File: config.mk
export PLATFORM = sky130hd
export DESIGN_NAME = pulse_meter
export DESIGN_NICKNAME = d
export VERILOG_FILES = /design/src/rtl/pulse_meter.sv
export SDC_FILE = /design/constraint.sdc
export NUM_CORES = 1
export LEC_CHECK = 0
export CORE_ASPECT_RATIO = 1.75
export CORE_UTILIZATION = 24
export DETAILED_ROUTE_END_ITERATION = 10
export PLACE_DENSITY = 0.45
export SLEW_MARGIN = 0
export SYNTH_ARGS = -nofsm -noshare
export SYNTH_HDL_FRONTEND = slang
export SYNTH_SLANG_ARGS = --single-unit
File: constraint.sdc
create_clock -name aclk -period 5.13 [get_ports aclk]
set_input_delay 1.026 -clock aclk [delete_from_list [all_inputs] [get_ports aclk]]
set_output_delay 1.026 -clock aclk [all_outputs]
set_load 0.02 [all_outputs]
File: src/rtl/pulse_meter.sv
// Pulse width/timestamp meter: emits one AXI4-Stream record {width, rise_ts} per completed
// high pulse on din, through a 2-entry buffer that drops and counts records when full.
module pulse_meter #(
    parameter int unsigned CNTR_WIDTH = 32
) (
    input  logic                      aclk,
    input  logic                      aresetn,
    input  logic                      din,
    output logic [2*CNTR_WIDTH-1:0]   m_axis_tdata,
    output logic                      m_axis_tvalid,
    input  logic                      m_axis_tready,
    output logic                      overflow,
    output logic [CNTR_WIDTH-1:0]     drop_cnt,
    output logic [CNTR_WIDTH-1:0]     ts
);

    localparam logic [CNTR_WIDTH-1:0] MaxVal = '1;
    localparam logic [CNTR_WIDTH-1:0] One    = {{(CNTR_WIDTH-1){1'b0}}, 1'b1};

    typedef enum logic [0:0] {StIdle, StHigh} state_e;

    state_e                  r_state;
    state_e                  w_state_nxt;
    logic                    r_din_d;
    logic [CNTR_WIDTH-1:0]   r_ts;
    logic [CNTR_WIDTH-1:0]   r_rise_ts;
    logic [CNTR_WIDTH-1:0]   w_rise_ts_nxt;
    logic [CNTR_WIDTH-1:0]   r_width;
    logic [CNTR_WIDTH-1:0]   w_width_nxt;
    logic [2*CNTR_WIDTH-1:0] r_buf0;
    logic [2*CNTR_WIDTH-1:0] r_buf1;
    logic [2*CNTR_WIDTH-1:0] w_buf0_nxt;
    logic [2*CNTR_WIDTH-1:0] w_buf1_nxt;
    logic [1:0]              r_cnt;
    logic [1:0]              w_cnt_nxt;
    logic                    r_overflow;
    logic [CNTR_WIDTH-1:0]   r_drop_cnt;

    logic                    w_rise;
    logic                    w_push;
    logic                    w_pop;
    logic                    w_accept;
    logic                    w_drop;
    logic [2*CNTR_WIDTH-1:0] w_record;

    assign w_rise   = din & ~r_din_d;
    assign w_pop    = m_axis_tvalid & m_axis_tready;
    assign w_accept = w_push & ((r_cnt != 2'd2) | w_pop);
    assign w_drop   = w_push & ~w_accept;
    assign w_record = {r_width, r_rise_ts};

    always_ff @(posedge aclk) begin
        if (!aresetn) begin
            r_state   <= StIdle;
            r_din_d   <= 1'b0;
            r_ts      <= '0;
            r_rise_ts <= '0;
            r_width   <= '0;
        end else begin
            r_state   <= w_state_nxt;
            r_din_d   <= din;
            r_ts      <= r_ts + One;
            r_rise_ts <= w_rise_ts_nxt;
            r_width   <= w_width_nxt;
        end
    end

    // In StHigh, din low always means a falling edge since din_d was high.
    always_comb begin
        w_state_nxt   = r_state;
        w_rise_ts_nxt = r_rise_ts;
        w_width_nxt   = r_width;
        w_push        = 1'b0;
        unique case (r_state)
            StIdle: begin
                if (w_rise) begin
                    w_state_nxt   = StHigh;
                    w_rise_ts_nxt = r_ts;
                    w_width_nxt   = One;
                end
            end
            StHigh: begin
                if (din) begin
                    if (r_width != MaxVal) w_width_nxt = r_width + One;
                end else begin
                    w_state_nxt = StIdle;
                    w_push      = 1'b1;
                end
            end
            default: w_state_nxt = StIdle;
        endcase
    end

    // Pop shifts the second entry to the head before the push picks its slot.
    always_comb begin
        w_buf0_nxt = r_buf0;
        w_buf1_nxt = r_buf1;
        w_cnt_nxt  = r_cnt;
        if (w_pop) begin
            w_buf0_nxt = r_buf1;
            w_cnt_nxt  = r_cnt - 2'd1;
        end
        if (w_accept) begin
            if (w_cnt_nxt == 2'd0) w_buf0_nxt = w_record;
            else                   w_buf1_nxt = w_record;
            w_cnt_nxt = w_cnt_nxt + 2'd1;
        end
    end

    always_ff @(posedge aclk) begin
        if (!aresetn) begin
            r_buf0     <= '0;
            r_buf1     <= '0;
            r_cnt      <= 2'd0;
            r_overflow <= 1'b0;
            r_drop_cnt <= '0;
        end else begin
            r_buf0 <= w_buf0_nxt;
            r_buf1 <= w_buf1_nxt;
            r_cnt  <= w_cnt_nxt;
            if (w_drop) begin
                r_overflow <= 1'b1;
                if (r_drop_cnt != MaxVal) r_drop_cnt <= r_drop_cnt + One;
            end
        end
    end

    assign m_axis_tdata  = r_buf0;
    assign m_axis_tvalid = (r_cnt != 2'd0);
    assign overflow      = r_overflow;
    assign drop_cnt      = r_drop_cnt;
    assign ts            = r_ts;

endmodule

==> summary.md <==
| Metric | Value |
|---|---|
| Number of I/O port buffers | 133 |
| Critical path capture point type | register |
| Status | complete, no violations |
| CTS Buffer Depth | 3 |
| Max Cap Violations | 0 |
| Data arrival, critical path | 3.73 ns |
| DR vias | 10200 |
| Unrepaired setup endpoints after global routing | no |
| TritonCTS Sinks | 261 |
| Required @ worst endpoint | 5.61 ns |
| Share of cells above drive strength 1 | 5.31% |
| Syn_nets | 1419 |
| WL/cell | 16.6 µm |
| CTS Buf Count | 28 |
| GP Congestion | 0.776 |
| Layout Cells excl Fill | 2085 |
| Initial antenna violation count | 0 |
| I/O Pins | 134 |
| Core Util, Final | 30.8% |
| Ant. Diodes | 0 |
| Worst skew pair latency | 0.55 ns |
| Post-CTS Setup Bufs | 0 |
| Crit path launch type | primary input |
| Crit share post-route | 63.4% |
| HP Class | reg -> reg |
| Largest net degree at the start of global routing | 78 |
| # fillers | 4785 |
| Final Hold Fails | 0 |
| CP max FO | 35 |
| Avg Vias per Cell | 4.90 |
| Clock tree from TritonCTS | done |
| TNS Setup | 0 ns |
| Async SR Flop Fraction | 0% |
| Maximum VDD drop | 0.000284 V |
| Total gr overflow | 0 |
| Placed cells | 2033 |
| Final WL | 34700 µm |
| Leak | 4.35 nW |
| Final #Nets | 1496 |
| Top FF cell, synth | dfxtp_1 |
| DRC | 0 |
| Setup Crit Path Kind | in -> reg |
| Clk slew on worst S/H paths | 0.06 ns |
| Synth cell types | 51 |
| GRT Total Usage | 14.8% |
| Post-route ant nets | 0 |
| DIE HEIGHT | 286 µm |
| Die area | 47000 µm² |
| Peak Freq | 307 MHz |
| Tmin final | 3.25 ns |
| Layout area overhead | 25.9% |
| Vias in the first global route | 9845 |
| Yosys warnings | 0 |
| Worst rel slew slack | 41.7% |
| Mapped Cells | 1409 |
| Reg area | 5230 µm² |
| CORE AREA | 45200 µm² |
| Width of the die | 164 µm |
| Slew Viols, Final | 0 |
| First DRT Iteration DRCs | 541 |
| Root Driver | clkbuf_16 |
| Worst-margin pin slew | 0.875 ns |
| Detailed placement HPWL | 22800 µm |
| FF+latch count, synth | 261 |
| Register area share after synthesis | 47.3% |
| Final setup violation count | 0 |
| Starting Density | 24.4% |
| Mean area per synthesized cell | 7.85 µm² |
| Placement row count | 103 |
| Post-synth EDFFs | 0 |
| Worst Skew | 0.0155 ns |
| First-pass GRT wire length | 55600 µm |
| Hold_buf cts | 0 |
| Multi-input logic area | 5350 µm² |
| DR pass1 iterations | 5 |
| H-tree levels | 1 |
| Pwr dens | 359 nW/µm² |
| Cells resized by post-CTS repair | 0 |
| Mapped cell area | 11100 µm² |
per-stage QoR:
stage	cell area [µm²]	setup slack, ns	hold slack [ns]	power (W)
after global routing	13900	1.57	0.470	0.00523
after detailed placement	13000	1.23	0.447	0.00294
after floorplan	11100	2.25	0.437	0.00260
after global placement	13000	1.25	0.442	0.00293
final	13900	1.88	0.452	0.00500
after CTS	13900	1.81	0.455	0.00509
cell families after synthesis:
logic type	after synthesis	synth area share, %
compound gates	297	17.2
xor+xnor	35	2.77
fa+ha+maj	6	0.679
buf+inv	134	4.62
flops	261	47.3
mux	3	0.272
simple gates	673	27.2
flip-flops by register name (all words and copies together), names as in the netlist:
name and count:
overflow 1, r_width 32, r_buf1 64, r_din_d 1, drop_cnt 32, ts 32
r_state 1, m_axis_tdata 64, r_rise_ts 32, r_cnt 2
area by class of cell:
cell class	count	area share [%]
inverters	29	0.818
repair buffers	152	11.0
flip-flops and latches	261	37.5
well taps	577	5.19
multi-input cells	1014	38.5
clock buffers	40	6.09
clock inverters	12	0.845
synthesized netlist by cell type, types with 3 or more instances:
library cell	instances	area share, %
nand4_1	24	1.4
nand4b_1	3	0.24
a211oi_1	5	0.34
a21oi_1	143	6.5
inv_1	29	0.98
o211a_1	3	0.27
a31oi_1	3	0.17
buf_2	4	0.18
mux2i_1	3	0.27
nor3_1	21	0.95
or3_1	27	1.5
a311oi_1	65	5.2
a2111oi_0	3	0.24
xor2_1	3	0.24
nor2b_1	3	0.17
xnor2_1	32	2.5
ha_1	6	0.68
o31a_1	3	0.24
nor2_1	120	4.1
o31ai_1	16	1.1
nor4_1	15	0.85
o21ai_0	30	1.4
nand2_1	361	12
nand3_1	38	1.7
nand2b_1	5	0.28
o21a_1	5	0.34
and2_1	7	0.40
clkbuf_1	98	3.3
dfxtp_1	261	47
and3_1	10	0.57
and4_1	11	0.87
a21boi_0	5	0.34
or4_1	23	1.6
o211ai_1	4	0.27
path summary, 6_finish.rpt:
kind              slack [ns]                      end  depth (start not counted)              startpoint
setup / recovery        1.88  r_buf1[44]$_SDFFE_PN0P_                          8           m_axis_tready
hold / removal          0.45   r_buf1[1]$_SDFFE_PN0P_                          2  r_buf1[1]$_SDFFE_PN0P_
setup reg to reg        2.11  r_buf1[44]$_SDFFE_PN0P_                          9     r_cnt[0]$_SDFF_PN0_
hold reg to reg         0.45   r_buf1[1]$_SDFFE_PN0P_                          2  r_buf1[1]$_SDFFE_PN0P_
critical path, stage by stage:
cell	delay, ns
clkdlybuf4s50_1	0.54
nand2b_2	0.33
a21oi_1	0.31
ha_1	0.30
nand2b_2	0.68
buf_12	0.29
nand2_1	0.08
a21oi_1	0.15
cells in the final DEF (no fill, tap or decap), types with 23 or more instances in the layout:
cell,n
a311oi_1,65
inv_1,28
clkbuf_16,29
nand2_1,360
or4_1,23
nor2_1,118
xnor2_1,32
or3_1,27
o21ai_0,30
dfxtp_1,261
nand3_1,38
a21oi_1,143
clkdlybuf4s50_1,133
nand4_1,24
power by group:
part           switching, W  leakage, nW  total (W)  internal [W]
registers         0.0000498         2.11    0.00215       0.00210
clock network      0.000880        0.487    0.00213       0.00125
logic              0.000486         1.75   0.000717      0.000232
total               0.00142         4.35    0.00500       0.00358
per-layer routing:
layer / global-route usage [%] / part of all wire (%)
met4: 4.51 / 2.3
met1: 16.5 / 40
met5: 0 / 0
met2: 28.5 / 54
met3: 1.70 / 4.0
Note: power is estimated with default switching activity, not from simulation.
